## src/rtl/muldiv_iter.sv

```systemverilog
// muldiv_iter: iterative radix-2 multiply / restoring divide unit driving HI/LO
module muldiv_iter #(
   parameter int WIDTH = 32
) (
   input  logic             clk,
   input  logic             rst,
   input  logic             start,
   input  logic             abort,
   input  logic             mul0_div1_sel,
   input  logic             is_signed,
   input  logic [WIDTH-1:0] in_a,
   input  logic [WIDTH-1:0] in_b,
   output logic             busy,
   output logic             done,
   output logic             stall_req,
   output logic             div_by_zero,
   output logic [WIDTH-1:0] out_hi,
   output logic [WIDTH-1:0] out_lo
);
   localparam int CW = $clog2(WIDTH + 1);
   typedef enum logic [1:0] {IDLE, BUSY, DONE} state_t;
   state_t state, state_nxt;
   logic [2*WIDTH-1:0] acc, acc_nxt, prod;
   logic [WIDTH-1:0] mcand, mag_a, mag_b, quot, rem;
   logic [WIDTH:0] sum, rem_sh;
   logic [CW-1:0] cnt;
   logic op_div, neg_lo, neg_hi, sign_a, sign_b, launch, last;
   always_comb begin
      sign_a    = is_signed & in_a[WIDTH-1];
      sign_b    = is_signed & in_b[WIDTH-1];
      mag_a     = sign_a ? -in_a : in_a;
      mag_b     = sign_b ? -in_b : in_b;
      launch    = (state == IDLE) & start & ~abort;
      last      = (state == BUSY) & (cnt == CW'(1));
      sum       = {1'b0, acc[2*WIDTH-1:WIDTH]} + {1'b0, mcand};
      rem_sh    = acc[2*WIDTH-1:WIDTH-1];
      acc_nxt   = op_div ? (rem_sh >= {1'b0, mcand} ? {rem_sh[WIDTH-1:0] - mcand, acc[WIDTH-2:0], 1'b1}
                                                    : {rem_sh[WIDTH-1:0], acc[WIDTH-2:0], 1'b0})
                         : (acc[0] ? {sum, acc[WIDTH-1:1]} : {1'b0, acc[2*WIDTH-1:1]});
      prod      = neg_lo ? -acc_nxt : acc_nxt;
      quot      = neg_lo ? -acc_nxt[WIDTH-1:0] : acc_nxt[WIDTH-1:0];
      rem       = neg_hi ? -acc_nxt[2*WIDTH-1:WIDTH] : acc_nxt[2*WIDTH-1:WIDTH];
      state_nxt = abort            ? IDLE :
                  state == IDLE    ? (launch ? ((mul0_div1_sel && in_b == '0) ? DONE : BUSY) : IDLE) :
                  state == BUSY    ? (last ? DONE : BUSY) : IDLE;
      busy      = state == BUSY;
      done      = (state == DONE) & ~abort;
      stall_req = (start & (state == IDLE)) | (state == BUSY);
   end
   always_ff @(posedge clk or posedge rst) begin
      if (rst) begin
         state       <= IDLE;
         acc         <= '0;
         mcand       <= '0;
         cnt         <= '0;
         op_div      <= 1'b0;
         neg_lo      <= 1'b0;
         neg_hi      <= 1'b0;
         div_by_zero <= 1'b0;
         out_hi      <= '0;
         out_lo      <= '0;
      end else begin
         state <= state_nxt;
         if (launch) begin
            mcand  <= mul0_div1_sel ? mag_b : mag_a;
            acc    <= {{WIDTH{1'b0}}, mul0_div1_sel ? mag_a : mag_b};
            cnt    <= CW'(WIDTH);
            op_div <= mul0_div1_sel;
            neg_lo <= sign_a ^ sign_b;
            neg_hi <= sign_a;
            if (mul0_div1_sel && in_b == '0) begin
               out_lo      <= '1;
               out_hi      <= in_a;
               div_by_zero <= 1'b1;
            end
         end else if (busy && !abort) begin
            acc <= acc_nxt;
            cnt <= cnt - CW'(1);
            if (last) begin
               out_hi <= op_div ? rem : prod[2*WIDTH-1:WIDTH];
               out_lo <= op_div ? quot : prod[WIDTH-1:0];
               if (op_div) div_by_zero <= 1'b0;
            end
         end
      end
   end
endmodule

```

## config.mk

```make
export PLATFORM = sky130hd
export DESIGN_NAME = muldiv_iter
export DESIGN_NICKNAME = d
export VERILOG_FILES = /design/src/rtl/muldiv_iter.sv
export SDC_FILE = /design/constraint.sdc
export NUM_CORES = 1
export LEC_CHECK = 0
export BUFFER_PORTS_ARGS = -buffer_cell sky130_fd_sc_hd__buf_2
export CAP_MARGIN = 20
export CORE_MARGIN = 1
export CORE_UTILIZATION = 42
export CTS_CLUSTER_DIAMETER = 200
export DETAILED_ROUTE_END_ITERATION = 6
export PLACE_DENSITY_LB_ADDON = 0.05
export SYNTH_ARGS = -nofsm -noshare
export SYNTH_HDL_FRONTEND = slang
export SYNTH_SLANG_ARGS = --single-unit
export TNS_END_PERCENT = 50
```

## constraint.sdc

```tcl
create_clock -name clk -period 6.7 [get_ports clk]
set_input_delay 0 -clock clk [delete_from_list [all_inputs] [get_ports clk]]
set_output_delay 0 -clock clk [all_outputs]
set_load 0.02 [all_outputs]
```

# [Word-level counts from Yosys, hierarchy flattened]
# Cells that the tools add are included.
[totals] ff_bits=172 latch_bits=0 ram_bits=0 romBits=0 out_inout_bits=68 mem_count=0
[op_classes] n_addsub=8 multipliers=0 div=0 magnitude_cmp=1 n_eq_ne=4 shift=0 n_mux=35 bitwise=9 reduce_logical=10
[op_table] op="$mux W32" n=16
[op_table] op="$mux W64" n=6
[op_table] op="$neg A32 Y32" n=4
[op_table] op="$neg A64 Y64" n=1
[op_table] op="$add A32 B32 Y33" n=1
[op_table] op="$ge A33 B32 Y1" n=1
[op_table] op="$logic_not A32 Y1" n=1
[op_table] op="$sub A32 B32 Y32" n=1
[op_table] op="$mux W2" n=6
[op_table] op="$mux W6" n=2
[op_table] op="$and A1 B1 Y1" n=6
[op_table] op="$eq A6 B1 Y1 const B" n=1
[op_table] op="$reduce_bool A2 Y1" n=3
[op_table] op="$sub A6 B1 Y6 const B" n=1
[op_table] op="$mux W1" n=5
[op_table] op="$reduce_and A4 Y1" n=1
[op_table] op="$reduce_and A3 Y1" n=1
[op_table] op="$eq A2 B1 Y1 const B" n=1
[op_table] op="$eq A2 B2 Y1 const B" n=1
[op_table] op="$logic_and A1 B1 Y1" n=2
[op_table] op="$logic_not A2 Y1" n=1
[op_table] op="$ne A2 B1 Y1 const B" n=1
[op_table] op="$logic_not A1 Y1" n=1
[op_table] op="$not A1 Y1" n=1
[op_table] op="2 further kinds" n=2

# [Depth between registers and ports, before layout]
[depth] depth_word=9 ltp_mapped=22 depth_no_buf=20

# [Least setup slack after synthesis]
# OpenSTA, ideal clock, no wires.
[synth_path] kind="register -> register" start="register acc[37]" end="register out_hi[26]" setup_ns=0.136 arrival_ns=4.903 setup_slack_ns=1.661 path_stages_with_launch=20 path_buffers=1 path_cell_list="dfrtp_1 -> ha_1 -> a21o_1 -> a221o_1 -> o2bb2ai_2 -> o31ai_2 -> buf_2 -> a21oi_2 -> a21oi_4 -> ha_1 -> o211ai_1 -> or4b_2 -> nor3_1 -> nand4_1 -> or2_2 -> and2_1 -> nor3_1 -> a41o_1 -> xor2_1 -> o21ai_0"
[synth_between] elab_chain_len=9 elab_cells_between_ends=14 cone_classes="add/sub (4); order compare (1); mux (9)"
[synth_rtl] element="start, declared" line="23" rtl="logic [2*WIDTH-1:0] acc, acc_nxt, prod;"
[synth_rtl] element="start signal, assigned" line="66" rtl="acc <= {{WIDTH{1'b0}}, mul0_div1_sel ? mag_a : mag_b};"
[synth_rtl] element="start signal, assigned" line="77" rtl="acc <= acc_nxt;"
[synth_rtl] element="$add A32 B32 Y33 (tied with other cells)" line="35" rtl="sum = {1'b0, acc[2*WIDTH-1:WIDTH]} + {1'b0, mcand};"
[synth_rtl] element="$mux W64, on equally long branches" line="39, 37"
[synth_rtl] element="$mux W64 (*)" line="37" rtl="acc_nxt = op_div ? (rem_sh >= {1'b0, mcand} ? {rem_sh[WIDTH-1:0] - mcand, acc[WIDTH-2:0], 1'b1}"
[synth_rtl] element="$neg A64 Y64 or $neg A32 Y32 (tied branches)" line="40, 42"
[synth_rtl] element="$mux W64 or $mux W32 (tied branches)" line="40, 42"
[synth_rtl] element="$mux W32 (*)" line="80" rtl="out_hi <= op_div ? rem : prod[2*WIDTH-1:WIDTH];"
[synth_rtl] element="$mux W32 (*)" line="79" rtl="if (last) begin"
[synth_rtl] element="$mux W32 (*)" line="76" rtl="end else if (busy && !abort) begin"
[synth_rtl] element="$mux W32 (*)" line="64" rtl="if (launch) begin"
[synth_rtl] element="end signal, assigned" line="73" rtl="out_hi <= in_a;"
[synth_rtl] element="end signal, assigned" line="80"
[synth_rtl] element="end, declared" line="17" rtl="output logic [WIDTH-1:0] out_hi,"
# Every way passes the cells marked *; elsewhere a longest branch is shown, timed or not. The select of a mux whose other input is x is not followed.
# A chain may end at the register's enable or synchronous reset.

# [Final worst setup path]
[layout_path] start="register acc[39]" end="register out_hi[26]"
# Same word-level chain as after synthesis.

==> load_flow_metrics.sql <==
INSERT INTO impl_metrics (metric_group, metric, value, unit) VALUES
('placement', 'dp_hpwl', '47620', 'um'),
('floorplanning', 'die-area', '0.03797', 'mm^2'),
('synthesis', 'post_synthesis_sequential_area_ratio', '27.55', '%'),
('clock_network', 'clk_transition_reported_paths', '0.08', 'ns'),
('worst_setup_path', 'crit_path_end_kind', 'register', ''),
('synthesis', 'post_synth_num_cell_types', '102', ''),
('power', 'part_of_the_power_in_combinational_logic', '66.0', '%'),
('floorplanning', 'floorplan.rows', '70', ''),
('synthesis', 'synth-seq-cells', '172', ''),
('outcome', 'result_of_the_run', 'finished clean', ''),
('power', 'power.sequential.fraction', '21.1', '%'),
('power', 'power_switching_share', '52.28', '%'),
('synthesis', 'yosysWarningCount', '0', ''),
('placement', 'placement.io_buffers', '137', ''),
('clock_network', 'tritoncts.num_buffers', '17', ''),
('synthesis', 'yosys-top-cells-count', 'nand2_1, o21ai_0, a21oi_1, dfrtp_1, nor2_1', ''),
('synthesis', 'post_synth_inst_count', '2040', ''),
('floorplanning', 'die_width', '194.9', 'um'),
('power', 'vdd_ir_drop_max', '0.2095', 'mV'),
('placement', 'gp_congestion', '0.9393', ''),
('routing', 'via_count', '16210', ''),
('worst_hold_path', 'hold_path.class', 'primary input to register', ''),
('global_route', 'wire_length_of_the_first_global_routing_pass', '94120', 'um'),
('finish', 'final.fill_count', '3662', ''),
('synthesis', 'synth.top_cell.area_share', '27.55', '%'),
('worst_setup_path', 'criticalPathCategory', 'register to register', ''),
('worst_setup_path', 'critical_path.cell_chain', 'ha_1 -> and2_1 -> a221o_1 -> o2bb2ai_2 -> o31ai_2 -> a21oi_2 -> a21oi_4 -> ha_1 -> o211ai_1 -> or4b_2 -> nor3_1 -> nand4_1 -> or2_2 -> and2_1 -> nor3_1 -> a41o_1 -> xor2_1 -> o21ai_0', ''),
('power', 'final_power', '8.583', 'mW'),
('sta', 'layout_setup_ws', '0.9926', 'ns'),
('worst_setup_path', 'timing.critical_path.max_delay_family', 'simple AND/OR/NAND/NOR gates', ''),
('finish', 'final-instance-count-excl-fill', '2630', ''),
('sta', 'slew_violations', '0', ''),
('worst_setup_path', 'timing.critical_path.slowest_cell_delay', '0.70', 'ns'),
('routing', 'finalWirelength', '62580', 'um'),
('synthesis', 'synth_enable_flop_cells', '0', ''),
('worst_setup_path', 'worstSetupPathDepth', '18', ''),
('sta', 'rsz0062_at_grt', 'no', ''),
('clock_network', 'cts.root.buffer_cell', 'clkbuf_16', ''),
('routing', 'wl_per_cell', '23.79', 'um'),
('synthesis', 'top_ff_cell_synth', 'dfrtp_1', ''),
('finish', 'num-nets-final', '2292', ''),
('routing', 'drt_iter0_markers', '1525', ''),
('global_route', 'antenna_violations_before_repair', '0', ''),
('worst_setup_path', 'timing.critical_path.buf_inv', '0', ''),
('worst_setup_path', 'worst_setup_path_start_kind', 'register', ''),
('clock_network', 'clock_path_buffers', '2', ''),
('finish', 'drive_above_1_share', '11.47', '%'),
('clock_network', 'clk_latency', '0.47', 'ns'),
('sta', 'clock.fmax', '0.1752', 'GHz'),
('sta', 'finalSetupViolations', '0', ''),
('routing', 'detail-route-antenna-nets', '0', ''),
('floorplanning', 'io_pins', '138', ''),
('finish', 'growth_of_design_area_from_synthesis_to_finish', '13.51', '%'),
('routing', 'pre_repair_dr_iteration_count', '5', ''),
('placement', 'placed_cells_incl_taps', '2560', ''),
('clock_network', 'cts_tree', 'yes', ''),
('power', 'power_density', '484.0', 'mW/mm^2'),
('global_route', 'first_global_vias', '15230', ''),
('routing', 'post-route-drc-count', '0', ''),
('power', 'net_switching', '4.487', 'mW'),
('sta', 'tightest_slew', '1.025', 'ns'),
('synthesis', 'synth.cell_area', '0.01562', 'mm^2'),
('synthesis', 'synth-async-reset-ratio', '100.0', '%'),
('clock_network', 'post_cts.repair.setup_buffers', '0', ''),
('routing', 'post_drt_via_cell_ratio', '6.163', ''),
('worst_setup_path', 'crit_path_max_fanout', '6', ''),
('global_route', 'grt_max_degree', '109', ''),
('worst_setup_path', 'rrSetupSlack', '0.99', 'ns'),
('worst_hold_path', 'worst_hold_path.num_cells', '4', ''),
('sta', 'maxSlewHeadroom', '31.62', '%'),
('worst_setup_path', 'r2r.worst_path.cells', '18', '');
[cell usage in the layout, fill, tap and decap left out, types with 19 or more instances in the layout]
cell type / Yosys / layout
a211oi_1: 27 / 27
a21o_1: 22 / 22
a21oi_1: 197 / 196
a22oi_1: 30 / 30
a31oi_1: 21 / 21
buf_2: 11 / 136
buf_4: 1 / 37
dfrtp_1: 172 / 171
dlygate4sd3_1: 0 / 39
ha_1: 70 / 70
inv_1: 65 / 64
mux2i_1: 45 / 45
nand2_1: 246 / 244
nand3_1: 31 / 31
nand4_1: 21 / 21
nor2_1: 168 / 164
nor2b_1: 19 / 19
nor3_1: 56 / 56
o211ai_1: 26 / 26
o21ai_0: 231 / 230
o21ai_1: 19 / 19
o31ai_1: 21 / 21
xnor2_1: 99 / 99
xor2_1: 63 / 63
[cell type report]
| type | instances | area, um^2 | share of cell area (%) |
|---|---|---|---|
| inverter | 66 | 252.7 | 1.425 |
| multi-input combinational | 1681 | 10630 | 59.93 |
| sequential | 172 | 4308 | 24.29 |
| clock buffer | 24 | 471.7 | 2.660 |
| clock inverter | 7 | 138.9 | 0.7831 |
| timing repair buffer | 212 | 1349 | 7.605 |
| tap | 468 | 585.6 | 3.302 |
[power by group through the flow]
| stage | registers, mW | clock network (mW) | logic (mW) |
|---|---|---|---|
| after detailed placement | 1.82 | 0 | 5.53 |
| after global routing | 1.87 | 1.16 | 6.14 |
| after floorplan | 1.85 | 0 | 3.74 |
| final | 1.81 | 1.10 | 5.66 |
| after CTS | 1.80 | 1.12 | 5.58 |
| after global placement | 1.81 | 0 | 5.54 |
[tightest hold or removal path, delay by kind of cell]
kind                   cells  cell delay (ns)
buffers and inverters      1             0.21
AO/OA/AOI/OAI              1             0.07
AND/OR/NAND/NOR            2             0.16
[registers in the layout, indices dropped and copies added (netlist names)]
signal / flops
out_hi: 32
mcand: 32
out_lo: 32
cnt: 6
state: 2
neg_hi: 1
op_div: 1
acc: 64
neg_lo: 1
div_by_zero: 1
[logic make-up after synthesis]
logic type / after synthesis / share of synthesized area (%)
compound gates: 738 / 29.67
simple gates: 660 / 19.92
buf+inv: 187 / 4.749
flops: 172 / 27.55
xor+xnor: 162 / 9.081
fa+ha+maj: 72 / 5.862
mux: 49 / 3.171
[repair_timing]
action                                 CTS  global route
hold buffers                            39             0
setup endpoints to repair                0             0
endpoints found under the hold margin   77             0
[metrics by stage]
step	cell area [um^2]	hold slack [ns]	util, %
after floorplan	15620	0.07101	-
after global placement	16730	0.01396	45.71
final	17730	0.02789	48.44
after CTS	17730	0.007343	48.44
after detailed placement	16730	0.02169	45.71
after global routing	17730	0.04555	48.44
[per-layer routing]
layer	vias to the layer above	global-route usage [%]	wire length, um
met5	-	0	0
met4	0	10.47	1654
met3	74	4.373	4019
met2	650	50.55	27600
met1	7834	47.07	29310
li1	7652	-	-
[final timing paths]
| path | startpoint | end |
|---|---|---|
| max | acc[39] | out_hi[26] |
| max reg2reg | acc[39] | out_hi[26] |
| max in group asynchronous | rst | acc[42] |
| min | abort | out_hi[1] |
| min in group asynchronous | rst | div_by_zero |
| min reg2reg | div_by_zero | div_by_zero |
(Power assumes the default switching activity.)
